$ cat src/rtl/mp_add_seq16.sv
// ---------------------------------------------------------------------------
// mp_add_seq16
//    Sequential multi-precision adder/subtractor. Operands arrive one 16-bit
//    word pair per handshake, least-significant word first. This block does
//    not contain the adder. It drives an external 16-bit ripple adder,
//    chains that adder's carry from word to word, and registers each result
//    word behind a valid/ready output stage. The stage sustains one word per
//    cycle.
//
// Ports
//    clk, rst_n        clock, asynchronous active-low reset
//    in_valid/in_ready operand word handshake
//    in_a, in_b        operand words (A and B)
//    in_first/in_last  operand framing (least / most significant word)
//    in_sub            1 = A-B, 0 = A+B (taken from the first word only)
//    add_a/add_b/add_cin   operands driven to the external adder
//    add_sum/add_cout      result returned by the external adder
//    out_valid/out_ready   result word handshake
//    out_sum, out_carry    result word and its carry (sub: 1 = no borrow)
//    out_last, out_idx     framing of the result word
//    seq_err               one-cycle pulse on a framing error
// ---------------------------------------------------------------------------
module mp_add_seq16 #(
   parameter int CNT_W = 4
) (
   input  logic             clk,
   input  logic             rst_n,
   input  logic             in_valid,
   output logic             in_ready,
   input  logic [15:0]      in_a,
   input  logic [15:0]      in_b,
   input  logic             in_first,
   input  logic             in_last,
   input  logic             in_sub,
   output logic [15:0]      add_a,
   output logic [15:0]      add_b,
   output logic             add_cin,
   input  logic [15:0]      add_sum,
   input  logic             add_cout,
   output logic             out_valid,
   input  logic             out_ready,
   output logic [15:0]      out_sum,
   output logic             out_carry,
   output logic             out_last,
   output logic [CNT_W-1:0] out_idx,
   output logic             seq_err
);

   typedef enum logic {IDLE, BUSY} state_t;

   state_t             state_q, state_d;
   logic               out_valid_q;
   logic [15:0]        out_sum_q;
   logic               out_carry_q;
   logic               out_last_q;
   logic [CNT_W-1:0]   idx_q, idx_d;
   logic               seq_err_q, seq_err_d;
   logic               carry_q;
   logic               sub_q;

   logic               accept;
   logic               firstEff;
   logic               subEff;

   // The output register can take a new word when it is empty or is being
   // emptied in this same cycle. That allows full throughput.
   assign in_ready = !out_valid_q || out_ready;
   assign accept   = in_valid && in_ready;

   // In IDLE, any word starts a new operand, even if in_first is missing.
   assign firstEff = in_first || (state_q == IDLE);
   assign subEff   = firstEff ? in_sub : sub_q;

   // The adder is fed whether or not in_valid is high. The registers only
   // capture its result on an accept. For subtraction, A-B is computed as
   // A + ~B + 1, so the first word injects the +1 through the carry input.
   assign add_a   = in_a;
   assign add_b   = subEff ? ~in_b : in_b;
   assign add_cin = firstEff ? subEff : carry_q;

   // Next-state values. A framing error is a first-word marker whose
   // presence disagrees with the current state.
   assign idx_d     = firstEff ? '0 : idx_q + CNT_W'(1);
   assign state_d   = in_last ? IDLE : BUSY;
   assign seq_err_d = accept && (in_first == (state_q == BUSY));

   always_ff @(posedge clk or negedge rst_n) begin
      if (!rst_n) begin
         state_q     <= IDLE;
         out_valid_q <= 1'b0;
         out_sum_q   <= '0;
         out_carry_q <= 1'b0;
         out_last_q  <= 1'b0;
         idx_q       <= '0;
         seq_err_q   <= 1'b0;
         carry_q     <= 1'b0;
         sub_q       <= 1'b0;
      end else begin
         seq_err_q <= seq_err_d;
         if (accept) begin
            state_q     <= state_d;
            out_valid_q <= 1'b1;
            out_sum_q   <= add_sum;
            out_carry_q <= add_cout;
            out_last_q  <= in_last;
            idx_q       <= idx_d;
            carry_q     <= add_cout;
            sub_q       <= subEff;
         end else if (out_ready) begin
            out_valid_q <= 1'b0;
         end
      end
   end

   assign out_valid = out_valid_q;
   assign out_sum   = out_sum_q;
   assign out_carry = out_carry_q;
   assign out_last  = out_last_q;
   assign out_idx   = idx_q;
   assign seq_err   = seq_err_q;

endmodule

$ cat config.mk
export PLATFORM = sky130hd
export DESIGN_NAME = mp_add_seq16
export DESIGN_NICKNAME = d
export VERILOG_FILES = /design/src/rtl/mp_add_seq16.sv
export SDC_FILE = /design/constraint.sdc
export NUM_CORES = 1
export LEC_CHECK = 0
export ABC_AREA = 1
export CAP_MARGIN = 5
export CORE_MARGIN = 10
export CORE_UTILIZATION = 32
export CTS_CLUSTER_DIAMETER = 120
export DETAILED_ROUTE_END_ITERATION = 16
export PLACE_DENSITY = 0.88
export SETUP_SLACK_MARGIN = 0.2
export SYNTH_ARGS = -nofsm -noshare
export SYNTH_HDL_FRONTEND = slang
export SYNTH_SLANG_ARGS = --single-unit
$ cat constraint.sdc
create_clock -name clk -period 1.4 [get_ports clk]
set_input_delay 0.14 -clock clk [delete_from_list [all_inputs] [get_ports clk]]
set_output_delay 0.14 -clock clk [all_outputs]
set_load 0.01 [all_outputs]
; ---- Word level (Yosys, flattened, before mapping)
; Index checks and enable logic that the tools add are counted.
[op_classes]
n_addsub = 1
eq_ne = 1
muxes = 7
bitwise = 2
reduce_logical = 6
[op_table]
columns = operator, n
row1 = $mux 16, 1
row2 = $not 16->16, 1
row3 = $mux 1, 5
row4 = $add 4x1->4 const B, 1
row5 = $mux 4, 1
row6 = $logic_and 1x1->1, 2
row7 = $logic_or 1x1->1, 2
row8 = $reduce_bool 2->1, 1
row9 = $eq 1x1->1, 1
row10 = $logic_not 1->1, 1
row11 = $not 1->1, 1
[word_totals]
reg_bits = 26
in_bits = 56
out_inout_bits = 58
wordCells = 25

; ---- Logic depth before layout (Yosys ltp)
; Gate-level depths: netlist of the first run.
[logic_depth]
depth_word = 4
depth_mapped = 8
depth_no_buf = 7

; ---- Worst setup path after synthesis of the first run
; Ideal clock, no wire load.
[synth_timing]
path_type = register -> output
start = register state_q
end = output add_b[10]
arrival_ns = 1.253
required_time_ns = 1.260
setup_slack_ns = 0.007
stages_incl_launch_ff = 7
path_buffers = 1
cell_sequence = dfrtp_1 > ha_1 > inv_1 > nand2_2 > nand2_4 > buf_8 > xor2_1
[synth_between]
elab_chain_cells = 4
[synth_lines]
columns = item, line
row1 = from (decl), 51  ; state_t state_q, state_d;
row2 = from (signal assigned), 101  ; state_q <= state_d;
row3 = $not 1->1, 71  ; assign firstEff = in_first || (state_q == IDLE);
row4 = $logic_or 1x1->1, 71
row5 = $mux 1, 72  ; assign subEff = firstEff ? in_sub : sub_q;
row6 = $mux 16, 78  ; assign add_b = subEff ? ~in_b : in_b;
row7 = to (decl), 36  ; output logic [15:0] add_b,
; No other way between the ends.

; ---- Final worst setup path of the first run
[layout_timing]
start = register state_q
end = output add_b[7]
; Same word-level chain as after synthesis.

==> results.md, run 1 <==
• **run status** finished, violations left
• **violations in the final reports** negative setup slack
• **gr usage total** 11.0%
• **sum of negative setup slack** -4.55 ns
• **relative contribution of sequential cells to total power** 37.2%
• **slew of the pin with the lowest slew margin** 0.325 ns
• **number of antenna cells inserted** 0
• **leading cell types in the layout, fill and taps excluded** 39 x clkdlybuf4s50_1, 35 x nand2_1, 25 x dfrtp_1, 23 x dlygate4sd2_1, 20 x nand2_2
• **residual antenna-violating net count after detailed routing** 0
• **leakage power** 0.00134 uW
• **ratio of final minimum period to clock period** 121%
• **crit path launch type** flop
• **worst slew margin relative to its limit** 78.3%
• **Post-Syn Nets** 213
• **number of buffers on the longest clock path** 2
• **Die Width** 85.1 um
• **wire length of the first global-routing pass** 6690 um
• **Met2 Wirelength** 2200 um
• **slack of the critical path** -0.296 ns
• **H-tree depth** 1
• **DRT Wirelength** 4660 um
• **minimum period implied by the final worst setup slack** 1.70 ns
• **TritonCTS clock tree** done
• **Detail Placement HPWL** 3150 um
• **placeable core area** 0.00406 mm^2
• **average vias per placed instance** 4.55
• **share of cells above drive strength 1** 41.1%
• **part of the total power dissipated in the clock network** 17.4%
• **number of slew-limit violations in the final report** 0
• **worst-case clock skew** 0.00649 ns
• **slowest library cell on the worst path** dfrtp_1
• **Nets** 301
• **total power divided by cell area** 896 mW/mm^2
• **die span in y** 85.1 um
• **number of instances in the synthesized netlist** 155
• **warnings from Yosys** 0
• **Met3 Wirelength** 547 um
• **Total Die Area** 0.00724 mm^2
• **internal power** 1650 uW
• **proportion of total power due to net switching** 33.0%
• **number of antenna violations at the first check in global routing** 0
• **Synth Area per Inst** 8.74 um^2
• **highest ir drop seen on vdd** 0.532 mV
• **violation count after the first detailed-routing iteration** 41
• **Crit path required time** 1.26 ns
• **portion of the post-synthesis area used by sequential elements** 48.0%
• **netlist area before placement** 0.00136 mm^2
• **vias in the first global route** 1337
• **total DRC errors in the routed layout** 0
• **total of max-cap violations** 0
• **number of buffers created by CTS** 3
• **total number of vias** 1325
• **sinks on the clock net** 26
• **slowest stage delay, CP** 0.42 ns
• **proportion of power drawn by combinational gates** 45.4%
• **Yosys reg bits** 26
• **RSZ-0062 raised after global routing** yes
• **total overflow reported by the global router** 0
• **wire length the detailed router placed on met1** 1900 um
• **cell family contributing the most delay on the critical path** flip-flops
• **Synth-to-Final Area Change** 102%
• **crit path kind** flop to primary output
• **iteration count of the initial detailed-routing pass** 4
• **number of input and output port buffers inserted** 81
• **placement-stage worst setup slack** -0.701 ns
• **Initial Util** 33.4%
• **average wire per cell in the routed design** 16.0 um
• **sequence of cells on the critical path** ha_4 -> nand2_2 -> nand2_8 -> buf_12 -> xor2_4 -> buf_6
• **arrival time at the worst endpoint** 1.56 ns
• **Final setup viols** 17
• **worst min-delay path category** primary input to async pin
• **number of unique standard cell types used by synthesis** 18
• **maximum fanout count along the critical path** 5
• **top-level port count** 114
• **Skew-Pair Late Insertion Delay** 0.27 ns
• **final hold vios** 0
• **NetSw** 812 uW
• **commonest non-fill, non-tap cell in the layout** clkdlybuf4s50_1
• **highest metal layer used by the detailed router** met4
• **worst hold slack across all endpoints** 0.221 ns
• **endpoint class of the critical path** primary output
• **Routability Congestion** 0.777
• **count of buffering cells on the critical path with inverters included** 2
• **cell row count** 23
• **maximum achievable frequency** 0.590 GHz
• **CTS clock-pin slew for the worst setup and hold paths** 0.09 ns
• **CTS root buf** clkbuf_8
• **largest net degree at the start of global routing** 27
## what timing repair did
| item | in CTS | in global routing |
|---|---|---|
| pin swaps | 5 | 28 |
| gates resized for setup | 118 | 72 |
| hold buffers | 0 | 0 |
| gates cloned | 1 | 3 |
| setup buffers | 5 | 6 |
| endpoints found under the setup margin | 43 | 25 |
## worst register-to-register path: cells and delay by family (launching register included)
| family | cells | cell delay, ns |
|---|---|---|
| AO/OA/AOI/OAI | 1 | 0.21 |
| buffers and inverters | 3 | 0.44 |
| flip-flops | 1 | 0.39 |
| AND/OR/NAND/NOR | 2 | 0.15 |
## state kept, by name, indices dropped and copies added, names as in the netlist
signal / cells
out_sum: 16
out_valid: 1
seq_err: 1
out_idx: 4
carry_q: 1
state_q: 1
out_last: 1
sub_q: 1
## kinds of logic (layout without fill, tap and decap cells)
| family | after synthesis | after routing | share of synthesized area (%) |
|---|---|---|---|
| AOI/OAI and AO/OA | 7 | 7 | 3.79 |
| xor gates and xnor gates | 16 | 16 | 10.3 |
| adders and majority gates | 2 | 2 | 1.85 |
| buffers and inverters | 28 | 114 | 13.8 |
| DFF | 26 | 26 | 48.0 |
| and+or+nand+nor | 76 | 76 | 22.3 |
## cells in the mapped netlist
library cell,number,area share (%)
inv_2,2,0.55
ha_1,2,1.8
nand2_4,1,0.83
nand2_2,1,0.46
nor2_1,3,0.83
nand2_1,67,19
o21a_1,2,1.1
buf_4,18,10
o21ai_0,3,1.1
nand3_1,3,1.1
a21oi_4,1,1.2
inv_1,5,1.4
buf_2,2,0.74
a21oi_1,1,0.37
dfrtp_1,26,48
or2_2,1,0.46
buf_8,1,1.1
xor2_1,16,10
## path summary, 6_finish.rpt
| path | startpoint | slack, ns | end | cells after the start |
|---|---|---|---|---|
| max | state_q | -0.30 | add_b[7] | 6 |
| min | rst_n | 0.22 | out_sum[10] | 2 |
| max reg2reg | out_valid | 0.11 | out_sum[10] | 6 |
| min reg2reg | out_sum[15] | 0.48 | out_sum[15] | 2 |
| max in group asynchronous | rst_n | 0.91 | out_idx[2] | 2 |
| min in group clk | in_a[0] | 0.28 | add_a[0] | 0 |
## power groups by stage
stage / clock [uW] / sequential, uW / combinational [uW]
global route: 468 / 927 / 1210
global placement: 0 / 912 / 958
finish: 427 / 916 / 1120
CTS: 431 / 896 / 974
floorplan: 0 / 952 / 415
detailed placement: 0 / 915 / 978
## through the flow
| stage | cell area (um^2) | util [%] | std cells | total power (uW) |
|---|---|---|---|---|
| after floorplan | 1540 | - | 155 | 1370 |
| after global placement | 2330 | 57.5 | 273 | 1870 |
| after detailed placement | 2330 | 57.5 | 273 | 1890 |
| after CTS | 2410 | 59.4 | 282 | 2300 |
| after global routing | 2740 | 67.6 | 291 | 2600 |
| final | 2740 | 67.6 | 291 | 2460 |
## per-layer routing
metal / vias to the layer above / track usage (%)
li1: 630 / -
met1: 622 / 13.4
met2: 71 / 16.7
met3: 2 / 5.83
met4: 0 / 2.69
met5: - / 0
## layout make-up
class                           instances  area [um^2]
Clock buffer                            3         41.3
Tap cell                               50         62.6
Sequential cell                        26          652
Timing Repair inverter                  2         32.5
Multi-Input combinational cell        101          871
Fill cell                             334         1310
Inverter                                7         45.0
Timing Repair Buffer                  102         1040
No activity file was read; power rests on OpenSTA's default activity.
==> run 2, diff against run 1 <==
- CTS_CLUSTER_SIZE: default -> 24
==> results of run 2 <==
No change in the layout: final DEF, timing and power equal those of run 1.
==> run 3, diff against run 2 <==
- GPL_ROUTABILITY_DRIVEN: default -> 1
==> results of run 3 <==
No change in the layout: final DEF, timing and power equal those of run 1.
